<file path="config.mk">
export PLATFORM = sky130hd
export DESIGN_NAME = pi1_memtest_flat
export DESIGN_NICKNAME = d
export VERILOG_FILES = /design/src/rtl/pi1_memtest_pkg.sv /design/src/rtl/pi1_memtest_if.sv /design/src/rtl/pi1_memtest_lfsr32_galois.sv /design/src/rtl/pi1_memtest.sv /design/src/flat_wrapper.sv
export SDC_FILE = /design/constraint.sdc
export NUM_CORES = 1
export LEC_CHECK = 0
export ABC_CLOCK_PERIOD_IN_PS = 3530
export CORE_MARGIN = 5
export CORE_UTILIZATION = 45
export DETAILED_ROUTE_END_ITERATION = 10
export PLACE_DENSITY = 0.73
export SLEW_MARGIN = 20
export SYNTH_ARGS = -nofsm -noshare
export SYNTH_HDL_FRONTEND = slang
export SYNTH_SLANG_ARGS = --single-unit
</file>
<file path="constraint.sdc">
create_clock -name clk_i -period 3.53 [get_ports clk_i]
set_input_delay 0.353 -clock clk_i [delete_from_list [all_inputs] [get_ports clk_i]]
set_output_delay 0.353 -clock clk_i [all_outputs]
set_load 0.01 [all_outputs]
</file>
<file path="src/rtl/pi1_memtest_pkg.sv">
// Shared PI1 definitions for the memory self-test block: bus op encodings and clog2.
package pi1_memtest_pkg;

    typedef enum logic [1:0] {
        PINOOP = 2'd0,
        PIWROP = 2'd1,
        PIRDOP = 2'd2,
        PIRWOP = 2'd3
    } pi1_op_e;

    function automatic int unsigned clog2(input int unsigned value);
        int unsigned result;
        int unsigned v;
        result = 0;
        if (value > 1) begin
            v = value - 1;
            while (v > 0) begin
                result = result + 1;
                v = v >> 1;
            end
        end
        return result;
    endfunction

endpackage

</file>
<file path="src/rtl/pi1_memtest_if.sv">
// PI1 bus bundle between one initiator and one responder.
interface pi1_memtest_if
    import pi1_memtest_pkg::*;
#(
    parameter int unsigned ARCHBITSZ = 32
);
    localparam int unsigned ADDRBITSZ = ARCHBITSZ - clog2(ARCHBITSZ / 8);

    logic [1:0]             op;
    logic [ADDRBITSZ-1:0]   addr;
    logic [ARCHBITSZ-1:0]   wdata;
    logic [ARCHBITSZ-1:0]   rdata;
    logic [ARCHBITSZ/8-1:0] sel;
    logic                   rdy;

    modport master (
        output op,
        output addr,
        output wdata,
        output sel,
        input  rdata,
        input  rdy
    );

    modport slave (
        input  op,
        input  addr,
        input  wdata,
        input  sel,
        output rdata,
        output rdy
    );

endinterface

</file>
<file path="src/rtl/pi1_memtest_lfsr32_galois.sv">
// 32-bit Galois LFSR, polynomial x^32+x^22+x^2+x+1, with seed load and advance enable.
module pi1_memtest_lfsr32_galois (
    input  logic        clk,
    input  logic        rst_n,
    input  logic        load,
    input  logic [31:0] seed,
    input  logic        advance,
    output logic [31:0] state
);

    // Right-shifting Galois form: taps 32,22,2,1 map to bits 31,21,1,0.
    localparam logic [31:0] Poly = 32'h8020_0003;

    logic [31:0] state_q, state_d;

    always_comb begin
        state_d = state_q;
        if (load) begin
            state_d = seed;
        end else if (advance) begin
            state_d = {1'b0, state_q[31:1]} ^ (state_q[0] ? Poly : 32'h0);
        end
    end

    always_ff @(posedge clk) begin
        if (!rst_n) begin
            state_q <= 32'h1;
        end else begin
            state_q <= state_d;
        end
    end

    assign state = state_q;

endmodule

</file>
<file path="src/rtl/pi1_memtest.sv">
// PI1 initiator running an LFSR write/read-back memory self-test over a word range.
// Define PI1_MEMTEST_INVPASS_EN to add a second write/read pass using the inverted pattern.
module pi1_memtest
    import pi1_memtest_pkg::*;
#(
    parameter  int unsigned ARCHBITSZ = 32,
    parameter  int unsigned CNTBITSZ  = 16,
    localparam int unsigned ADDRBITSZ = ARCHBITSZ - clog2(ARCHBITSZ / 8)
) (
    input  logic                 clk_i,
    input  logic                 rst_i,
    input  logic                 start_i,
    input  logic [ADDRBITSZ-1:0] base_i,
    input  logic [CNTBITSZ-1:0]  count_i,
    input  logic [ARCHBITSZ-1:0] seed_i,
    output logic                 busy_o,
    output logic                 done_o,
    output logic                 pass_o,
    output logic [CNTBITSZ-1:0]  errcnt_o,
    output logic [ADDRBITSZ-1:0] erraddr_o,
    pi1_memtest_if.master        pi1
);

`ifdef PI1_MEMTEST_INVPASS_EN
    typedef enum logic [3:0] {
        StIdle, StWrReq, StWrRsp, StRdReq, StRdRsp,
        StIwrReq, StIwrRsp, StIrdReq, StIrdRsp, StFin
    } state_e;
`else
    typedef enum logic [2:0] {
        StIdle, StWrReq, StWrRsp, StRdReq, StRdRsp, StFin
    } state_e;
`endif

    state_e               state_q, state_d;
    logic [ADDRBITSZ-1:0] cur_q, cur_d;
    logic [ADDRBITSZ-1:0] base_q, base_d;
    logic [CNTBITSZ-1:0]  count_q, count_d;
    logic [CNTBITSZ-1:0]  remain_q, remain_d;
    logic [31:0]          seed_q, seed_d;
    logic [CNTBITSZ-1:0]  errcnt_q, errcnt_d;
    logic [ADDRBITSZ-1:0] erraddr_q, erraddr_d;
    logic                 busy_q, busy_d;
    logic                 done_q, done_d;
    logic                 pass_q, pass_d;

    logic        lfsr_load, lfsr_adv;
    logic [31:0] lfsr_seed, lfsr_state;
    logic [31:0] seed_eff;
    logic        is_wr_req, is_rd_req, inv_phase, last;
    logic        step, reload, check;

    logic [ARCHBITSZ-1:0] base_word, pattern;

    pi1_memtest_lfsr32_galois u_lfsr (
        .clk     (clk_i),
        .rst_n   (rst_i),
        .load    (lfsr_load),
        .seed    (lfsr_seed),
        .advance (lfsr_adv),
        .state   (lfsr_state)
    );

    if (ARCHBITSZ == 64) begin : g_word64
        assign base_word = {~lfsr_state, lfsr_state};
    end else begin : g_word32
        assign base_word = lfsr_state;
    end

    // An all-zero seed would lock the LFSR at zero.
    assign seed_eff = (seed_i[31:0] == 32'h0) ? 32'h1 : seed_i[31:0];
    assign last     = (remain_q == CNTBITSZ'(1));

`ifdef PI1_MEMTEST_INVPASS_EN
    assign is_wr_req = (state_q == StWrReq) || (state_q == StIwrReq);
    assign is_rd_req = (state_q == StRdReq) || (state_q == StIrdReq);
    assign inv_phase = (state_q == StIwrReq) || (state_q == StIwrRsp) ||
                       (state_q == StIrdReq) || (state_q == StIrdRsp);
`else
    assign is_wr_req = (state_q == StWrReq);
    assign is_rd_req = (state_q == StRdReq);
    assign inv_phase = 1'b0;
`endif

    assign pattern = inv_phase ? ~base_word : base_word;

    always_comb begin
        state_d   = state_q;
        cur_d     = cur_q;
        base_d    = base_q;
        count_d   = count_q;
        remain_d  = remain_q;
        seed_d    = seed_q;
        errcnt_d  = errcnt_q;
        erraddr_d = erraddr_q;
        busy_d    = busy_q;
        done_d    = 1'b0;
        pass_d    = pass_q;
        lfsr_load = 1'b0;
        lfsr_adv  = 1'b0;
        lfsr_seed = seed_q;
        step      = 1'b0;
        reload    = 1'b0;
        check     = 1'b0;

        unique case (state_q)
            StIdle: begin
                if (start_i) begin
                    base_d    = base_i;
                    cur_d     = base_i;
                    count_d   = count_i;
                    remain_d  = count_i;
                    seed_d    = seed_eff;
                    lfsr_seed = seed_eff;
                    lfsr_load = 1'b1;
                    errcnt_d  = '0;
                    erraddr_d = '0;
                    pass_d    = 1'b0;
                    busy_d    = 1'b1;
                    state_d   = (count_i == '0) ? StFin : StWrReq;
                end
            end
            StWrReq: if (pi1.rdy) state_d = StWrRsp;
            StWrRsp: begin
                if (pi1.rdy) begin
                    if (last) begin
                        reload  = 1'b1;
                        state_d = StRdReq;
                    end else begin
                        step    = 1'b1;
                        state_d = StWrReq;
                    end
                end
            end
            StRdReq: if (pi1.rdy) state_d = StRdRsp;
            StRdRsp: begin
                if (pi1.rdy) begin
                    check = 1'b1;
                    if (last) begin
`ifdef PI1_MEMTEST_INVPASS_EN
                        reload  = 1'b1;
                        state_d = StIwrReq;
`else
                        state_d = StFin;
`endif
                    end else begin
                        step    = 1'b1;
                        state_d = StRdReq;
                    end
                end
            end
`ifdef PI1_MEMTEST_INVPASS_EN
            StIwrReq: if (pi1.rdy) state_d = StIwrRsp;
            StIwrRsp: begin
                if (pi1.rdy) begin
                    if (last) begin
                        reload  = 1'b1;
                        state_d = StIrdReq;
                    end else begin
                        step    = 1'b1;
                        state_d = StIwrReq;
                    end
                end
            end
            StIrdReq: if (pi1.rdy) state_d = StIrdRsp;
            StIrdRsp: begin
                if (pi1.rdy) begin
                    check = 1'b1;
                    if (last) begin
                        state_d = StFin;
                    end else begin
                        step    = 1'b1;
                        state_d = StIrdReq;
                    end
                end
            end
`endif
            StFin: begin
                done_d  = 1'b1;
                pass_d  = (errcnt_q == '0);
                busy_d  = 1'b0;
                state_d = StIdle;
            end
            default: state_d = StIdle;
        endcase

        if (reload) begin
            cur_d     = base_q;
            remain_d  = count_q;
            lfsr_seed = seed_q;
            lfsr_load = 1'b1;
        end else if (step) begin
            cur_d    = cur_q + ADDRBITSZ'(1);
            remain_d = remain_q - CNTBITSZ'(1);
            lfsr_adv = 1'b1;
        end

        if (check && (pi1.rdata != pattern)) begin
            if (errcnt_q != '1) begin
                errcnt_d = errcnt_q + CNTBITSZ'(1);
            end
            if (errcnt_q == '0) begin
                erraddr_d = cur_q;
            end
        end
    end

    always_ff @(posedge clk_i) begin
        if (!rst_i) begin
            state_q   <= StIdle;
            cur_q     <= '0;
            base_q    <= '0;
            count_q   <= '0;
            remain_q  <= '0;
            seed_q    <= 32'h1;
            errcnt_q  <= '0;
            erraddr_q <= '0;
            busy_q    <= 1'b0;
            done_q    <= 1'b0;
            pass_q    <= 1'b0;
        end else begin
            state_q   <= state_d;
            cur_q     <= cur_d;
            base_q    <= base_d;
            count_q   <= count_d;
            remain_q  <= remain_d;
            seed_q    <= seed_d;
            errcnt_q  <= errcnt_d;
            erraddr_q <= erraddr_d;
            busy_q    <= busy_d;
            done_q    <= done_d;
            pass_q    <= pass_d;
        end
    end

    assign pi1.op    = is_wr_req ? PIWROP : (is_rd_req ? PIRDOP : PINOOP);
    assign pi1.addr  = cur_q;
    assign pi1.wdata = is_wr_req ? pattern : '0;
    assign pi1.sel   = '1;

    assign busy_o    = busy_q;
    assign done_o    = done_q;
    assign pass_o    = pass_q;
    assign errcnt_o  = errcnt_q;
    assign erraddr_o = erraddr_q;

endmodule

</file>
<file path="src/flat_wrapper.sv">
// flat-port wrapper written by rule: the top's interface ports become plain ports
module pi1_memtest_flat import pi1_memtest_pkg::*;
#(
    parameter  int unsigned ARCHBITSZ = 32,
    parameter  int unsigned CNTBITSZ  = 16,
    localparam int unsigned ADDRBITSZ = ARCHBITSZ - clog2(ARCHBITSZ / 8)
)
  (clk_i, rst_i, start_i, base_i, count_i, seed_i, busy_o, done_o, pass_o, errcnt_o, erraddr_o, pi1_op, pi1_addr, pi1_wdata, pi1_sel, pi1_rdata, pi1_rdy);
  pi1_memtest_if #(.ARCHBITSZ(ARCHBITSZ)) pi1_i ();
  input  logic clk_i;
  input  logic rst_i;
  input  logic start_i;
  input  logic [ADDRBITSZ-1:0] base_i;
  input  logic [CNTBITSZ-1:0] count_i;
  input  logic [ARCHBITSZ-1:0] seed_i;
  output logic busy_o;
  output logic done_o;
  output logic pass_o;
  output logic [CNTBITSZ-1:0] errcnt_o;
  output logic [ADDRBITSZ-1:0] erraddr_o;
  output wire logic [$bits(pi1_i.op)-1:0] pi1_op;
  output wire logic [$bits(pi1_i.addr)-1:0] pi1_addr;
  output wire logic [$bits(pi1_i.wdata)-1:0] pi1_wdata;
  output wire logic [$bits(pi1_i.sel)-1:0] pi1_sel;
  input wire logic [$bits(pi1_i.rdata)-1:0] pi1_rdata;
  input wire logic [$bits(pi1_i.rdy)-1:0] pi1_rdy;
  assign pi1_op = pi1_i.op;
  assign pi1_addr = pi1_i.addr;
  assign pi1_wdata = pi1_i.wdata;
  assign pi1_sel = pi1_i.sel;
  assign pi1_i.rdata = pi1_rdata;
  assign pi1_i.rdy = pi1_rdy;
  pi1_memtest #(.ARCHBITSZ(ARCHBITSZ), .CNTBITSZ(CNTBITSZ)) u_core (.clk_i(clk_i), .rst_i(rst_i), .start_i(start_i), .base_i(base_i), .count_i(count_i), .seed_i(seed_i), .busy_o(busy_o), .done_o(done_o), .pass_o(pass_o), .errcnt_o(errcnt_o), .erraddr_o(erraddr_o), .pi1(pi1_i));
endmodule
</file>
After elaboration in Yosys (flattened, before gate mapping)

Index checks and enable logic that the tools add are counted.

Flip-flop bits (word level): 208
Input bits: 114
Output and inout port bits: 117

Add/subtract/negate cells: 3
Equal/unequal tests: 13
Muxes and demuxes: 53
Bitwise operators: 1
Reduce and logical (&&, ||, !) cells: 14

Operators with widths:

| kind                  | number |
|---|---|
| $mux 32               | 8 |
| $mux 30               | 8 |
| $mux 16               | 8 |
| $logic_not 16->1      | 2 |
| $logic_not 32->1      | 1 |
| $ne 32x32->1          | 1 |
| $xor 31x32->32        | 1 |
| $add 30x1->30 const B | 1 |
| $mux 3                | 7 |
| $add 16x1->16 const B | 1 |
| $eq 16x1->1 const B   | 1 |
| $mux 1                | 16 |
| $ne 16x16->1 const B  | 1 |
| $sub 16x1->16 const B | 1 |
| $pmux 3 s5            | 1 |
| $ne 2x2->1 const B    | 5 |
| $eq 3x2->1 const B    | 2 |
| $eq 3x3->1 const B    | 2 |
| $mux 2                | 3 |
| $reduce_and 2->1      | 3 |
| $reduce_bool 3->1     | 2 |
| $reduce_and 5->1      | 1 |
| $pmux 1 s2            | 2 |
| $reduce_bool 2->1     | 2 |
| other kinds (4)       | 4 |

Depth between registers and ports, before layout

Depth in word-level cells: 8
Gate-level depth with buffers: 11
Gate-level depth less buffers: 8

Cells and area by module

From an unflattened synthesis, not the netlist that was laid out.

Cell total of the unflattened synthesis: 1319
Area, all modules: 10362.4 um^2

Modules (own cells, without submodules):

| module                    | instances | cells an instance | area each (um^2) | sequential area each (um^2) |
|---|---|---|---|---|
| pi1_memtest               | 1         | 1143              | 8785.9           | 3523.4 |
| pi1_memtest_lfsr32_galois | 1         | 176               | 1576.5           | 640.6 |

Least setup slack after synthesis

OpenSTA, ideal clock, no wires.

Path kind: reg2reg
Start: register u_core.remain_q[0]
End: register u_core.u_lfsr.state_q[28] (netlist: u_core.u_lfsr.state[28])
Setup time: 0.132 ns
Data arrival time: 2.437 ns
Required time: 3.398 ns
Path slack: 0.961 ns
Cell stages (with the launch flop): 11
Path buffers: 3
Clock period less this slack: 2.569 ns
Cells stage by stage: dfxtp_1 > ha_1 > or4b_2 > or4_4 > nand2b_1 > buf_4 > nand2_1 > buf_2 > buf_2 > o211ai_1 > a21oi_1

Cells in the longest elaborated chain, start to end: 7
Elaborated cells between the ends (all ways): 13
Classes of those cells: eq/ne: 1; mux: 11; reduce/logical: 1

RTL lines:

| element                            | line                                   | text |
|---|---|---|
| start: declaration                 | pi1_memtest.sv:39                      | `logic [CNTBITSZ-1:0] remain_q, remain_d;` |
| start signal: assignment           | pi1_memtest.sv:226                     | `remain_q <= remain_d;` |
| $eq 16x1->1 (*)                    | pi1_memtest.sv:72                      | `assign last = (remain_q == CNTBITSZ'(1));` |
| $mux 1                             | pi1_memtest.sv:126, pi1_memtest.sv:139 |  |
| $mux 1                             | pi1_memtest.sv:125                     | `if (pi1.rdy) begin` |
| $mux 1                             | -                                      |  |
| $mux 1                             | pi1_memtest.sv:192                     | `end else if (step) begin` |
| $mux 1                             | pi1_memtest.sv:187                     | `if (reload) begin` |
| $reduce_bool 2->1 (no source line) | -                                      |  |
| end signal: assignment             | pi1_memtest_lfsr32_galois.sv:29        | `state_q <= state_d;` |
| end: declaration                   | pi1_memtest_lfsr32_galois.sv:14        | `logic [31:0] state_q, state_d;` |

Mark *: on every way between the ends. The rest lies on a longest branch, timed or not.
A chain may end at the register's enable or synchronous reset.

Worst setup path in the final report

Start: register u_core.remain_q[0]
End: register u_core.cur_q[1] (netlist: u_core.pi1.addr[1])

Cells in the longest elaborated chain, start to end: 6
Elaborated cells between the ends (all ways): 12
Classes of those cells: eq/ne: 1; mux: 8; reduce/logical: 3

RTL lines:

| element                                                       | line                                   | text |
|---|---|---|
| $eq 16x1->1 (*)                                               | pi1_memtest.sv:72                      |  |
| $mux 1 (on tied branches)                                     | pi1_memtest.sv:126, pi1_memtest.sv:139 |  |
| $mux 1                                                        | pi1_memtest.sv:125                     |  |
| $mux 1 (on tied branches)                                     | -                                      |  |
| $reduce_bool 3->1 (no source line) or $mux 30 (tied branches) | -                                      |  |
| $reduce_and 2->1 (no source line) or $mux 30 (tied branches)  | -                                      |  |
| end signal: assignment                                        | pi1_memtest.sv:223                     | `cur_q <= cur_d;` |
| end: declaration                                              | pi1_memtest.sv:36                      | `logic [ADDRBITSZ-1:0] cur_q, cur_d;` |

Marked as above.

==> impl_metrics.toml <==
[setup_path]
regToRegStartpoint = "u_core.remain_q[0]"
worst-path-max-fanout = 19
worstPathArrival_ns = 3.41
worstReg2RegEnd = "u_core.pi1.addr[1]"
worst-r2r-setup-slack_ns = 0.55
cp-start-kind = "flip-flop"
worstSetupEndpointType = "flip-flop"
worst_r2r_path_depth = 7
cp.required_ns = 3.95
critical_path_class = "reg -> reg"

[routing]
avgViaCountPerCell = 5.942
drt_total_wl_mm = 33.20
route.detailed.drc = 0
route.antenna.remaining_nets = 0
dr.pass1.iters = 5
initialDrtViolationCount = 975
avgRoutedWirePerCell_um = 18.87
vias = 10460

[pwr]
cell_pwr_density_nw_per_um2 = 451.0
power.static_leakage_nw = 4.601
vdd.ir_drop.worst_mv = 0.3138

[logic_synthesis]
synth_edf_count = 0
synth-seq-cells = 208
ys_top_cells_by_area = "sky130_fd_sc_hd__dfxtp_1 41%, sky130_fd_sc_hd__nand2_1 9.0%, sky130_fd_sc_hd__a21oi_1 8.3%, sky130_fd_sc_hd__o221ai_1 4.0%, sky130_fd_sc_hd__xor2_1 3.5%"
combined_area_of_all_synthesized_cells_sq_um = 10060
post-synth-top-area-fraction = 0.4137
synthDominantAreaCellType = "sky130_fd_sc_hd__dfxtp_1"
syn-mean-instance-area_sq_um = 7.766
ys_dominant_reg_cell = "sky130_fd_sc_hd__dfxtp_1"
yosys.cell_types.count = 59
synthArstFlopShare = 0
post_syn_instances = 1296
ys_warn_count = 0
seq_area_frac_synth = 0.4137

[timing]
slew_viol_final = 0
finalSetupTns_ns = 0
tightestPinTransition_ns = 1.027
fin_skew_ns = 0.009130
final-setup-viol-count = 0
setup_repair_after_global_routing_missed_its_margin = "false"
max_clock_freq_mhz = 335.0
layout_worst_path_cycle_share = 0.8455
layout_min_cycle_time_ns = 2.985
timing_hold_violations_final = 0
layout_setup_ws_ns = 0.5453
worst_slew_margin_rel = 0.3147

[die]
ioPinCount = 231
floorplan.die_area_sq_um = 25460
die_height_um = 159.6
placeableCoreArea_sq_um = 21890
effective_utilization_at_floorplan = 0.4598
std_cell_rows = 54
die_w_um = 159.6

[worst_hold_path]
hold_path_end = "u_core.base_q[23]"
min_delay_path_depth = 3
hold_path.startpoint = "base_i[23]"
hold_class = "in -> reg"

[global_route]
antenna_violations_before_repair = 1
first_global_vias = 9304
grt_pass1_wl_mm = 52.07
grt_max_degree = 87
grt_use_total = 0.2427
grt_overflow = 0

[final_layout]
number_of_nets_in_the_layout = 1586
multiInputGateArea_sq_um = 5446
finished_layout_cells = 1760
nFillCells = 1979
ff_latch_area_sq_um = 4164
post-route-util = 0.6023
post_route_cells_drive_above_1_share = 0.05612
final_area_sq_um = 13180
synthToLayoutAreaGrowth_pct = 30.99

[placed_design]
dp_hpwl_mm = 23.26
port_buf_inserts = 226
place_worst_setup_slack_ns = 0.5922
place_congestion = 0.8935
placedCellCount = 1721
placement.cell_area_sq_um = 12470

[clock_tree]
cts_buf_count = 24
cts.clk_slew.worst_paths_ns = 0.06
cts-root-buf = "sky130_fd_sc_hd__clkbuf_16"
htree_levels = 1
post_cts_buffers = 0
clk_path_buf_depth = 3
cts_tree = "built"
clk_latency_ns = 0.51
ctsHoldBuffers = 0
tritoncts_num_sinks = 208
post_cts.resized_instances = 0

[status]
status = "finished clean"

[job]
cap_violations = 0
[worst max path at each step]
stage	start	endpoint	slack (ns)
floorplan	u_core.remain_q[0]	u_core.u_lfsr.state[28]	0.96
global placement	u_core.remain_q[0]	u_core.pi1.addr[1]	0.64
detailed placement	u_core.remain_q[0]	u_core.pi1.addr[1]	0.59
CTS	u_core.remain_q[0]	u_core.pi1.addr[1]	0.56
global route	u_core.remain_q[0]	u_core.pi1.addr[1]	0.35
finish	u_core.remain_q[0]	u_core.pi1.addr[1]	0.55
[state kept, by name (all words and copies together), names as in the netlist]
register,count
u_core.errcnt_o,16
u_core.busy_o,1
u_core.erraddr_o,30
u_core.state_q,3
u_core.count_q,16
u_core.pi1.addr,30
u_core.remain_q,16
u_core.pass_o,1
u_core.base_q,30
u_core.done_o,1
u_core.u_lfsr.state,32
u_core.seed_q,32
[cell usage after synthesis, types with 14 or more instances]
| cell type | count |
|---|---|
| sky130_fd_sc_hd__o211ai_1 | 38 |
| sky130_fd_sc_hd__nor4_1 | 25 |
| sky130_fd_sc_hd__xor2_1 | 40 |
| sky130_fd_sc_hd__a31oi_1 | 19 |
| sky130_fd_sc_hd__o221ai_1 | 46 |
| sky130_fd_sc_hd__clkbuf_1 | 84 |
| sky130_fd_sc_hd__nor3_1 | 35 |
| sky130_fd_sc_hd__a21oi_1 | 166 |
| sky130_fd_sc_hd__o21ai_0 | 52 |
| sky130_fd_sc_hd__dfxtp_1 | 208 |
| sky130_fd_sc_hd__nand4_1 | 19 |
| sky130_fd_sc_hd__a211oi_1 | 14 |
| sky130_fd_sc_hd__nor2_1 | 59 |
| sky130_fd_sc_hd__and2_1 | 36 |
| sky130_fd_sc_hd__nand3_1 | 60 |
| sky130_fd_sc_hd__nand2_1 | 240 |
[layout make-up]
type | instances | share of cell area
repair buffers | 250 | 0.1868
clock inverters | 2 | 0.001044
flip-flops and latches | 208 | 0.3158
multi-input cells | 971 | 0.4131
well taps | 280 | 0.02657
inverters | 12 | 0.003606
clock buffers | 36 | 0.05286
diodes | 1 | 0.0001898
[critical path, cell delays in order (launching register included)]
cell and delay, ns:
sky130_fd_sc_hd__dfxtp_1 0.44, sky130_fd_sc_hd__ha_1 0.20, sky130_fd_sc_hd__or4b_2 0.62, sky130_fd_sc_hd__nor4_2 0.38, sky130_fd_sc_hd__nor2_2 0.11, sky130_fd_sc_hd__nor2_2 0.82, sky130_fd_sc_hd__nand2_1 0.11, sky130_fd_sc_hd__a41oi_1 0.23
[layer usage]
layer | up-vias | global-route usage | share of wire
met5 | - | 0 | 0
met2 | 393 | 0.3829 | 0.46
met4 | 0 | 0.06126 | 0.021
met1 | 4991 | 0.3495 | 0.45
met3 | 51 | 0.03546 | 0.062
li1 | 5023 | - | -
[cells in the final DEF (no fill, tap or decap), types with 34 or more instances in the layout]
master,n
sky130_fd_sc_hd__nor3_1,34
sky130_fd_sc_hd__a21oi_1,166
sky130_fd_sc_hd__o21ai_0,52
sky130_fd_sc_hd__dfxtp_1,208
sky130_fd_sc_hd__nand2_1,237
sky130_fd_sc_hd__o211ai_1,38
sky130_fd_sc_hd__o221ai_1,46
sky130_fd_sc_hd__nand3_1,60
sky130_fd_sc_hd__and2_1,36
sky130_fd_sc_hd__clkdlybuf4s50_1,225
sky130_fd_sc_hd__nor2_1,57
sky130_fd_sc_hd__xor2_1,40
[power by group]
| part | leakage, nW | total [mW] | switching (mW) | internal (mW) |
|---|---|---|---|---|
| clock | 0.347 | 2.28 | 0.929 | 1.35 |
| combinational | 2.55 | 0.978 | 0.537 | 0.442 |
| sequential | 1.70 | 2.69 | 0.183 | 2.51 |
[metrics by stage]
step / hold slack, ns / power, mW
finish: 0.4329 / 5.946
global route: 0.4367 / 6.195
CTS: 0.4224 / 5.975
detailed placement: 0.4465 / 3.707
global placement: 0.4382 / 3.685
floorplan: 0.4279 / 3.246
[kinds of logic after synthesis]
group | share of synthesized area
compound gates | 0.2384
xor+xnor | 0.03655
fa+ha+maj | 0.006216
buf+inv | 0.04910
flops | 0.4137
mux | 0.006216
other cells | 0.0003726
simple gates | 0.2494
Power figures use the tool's default switching activity.
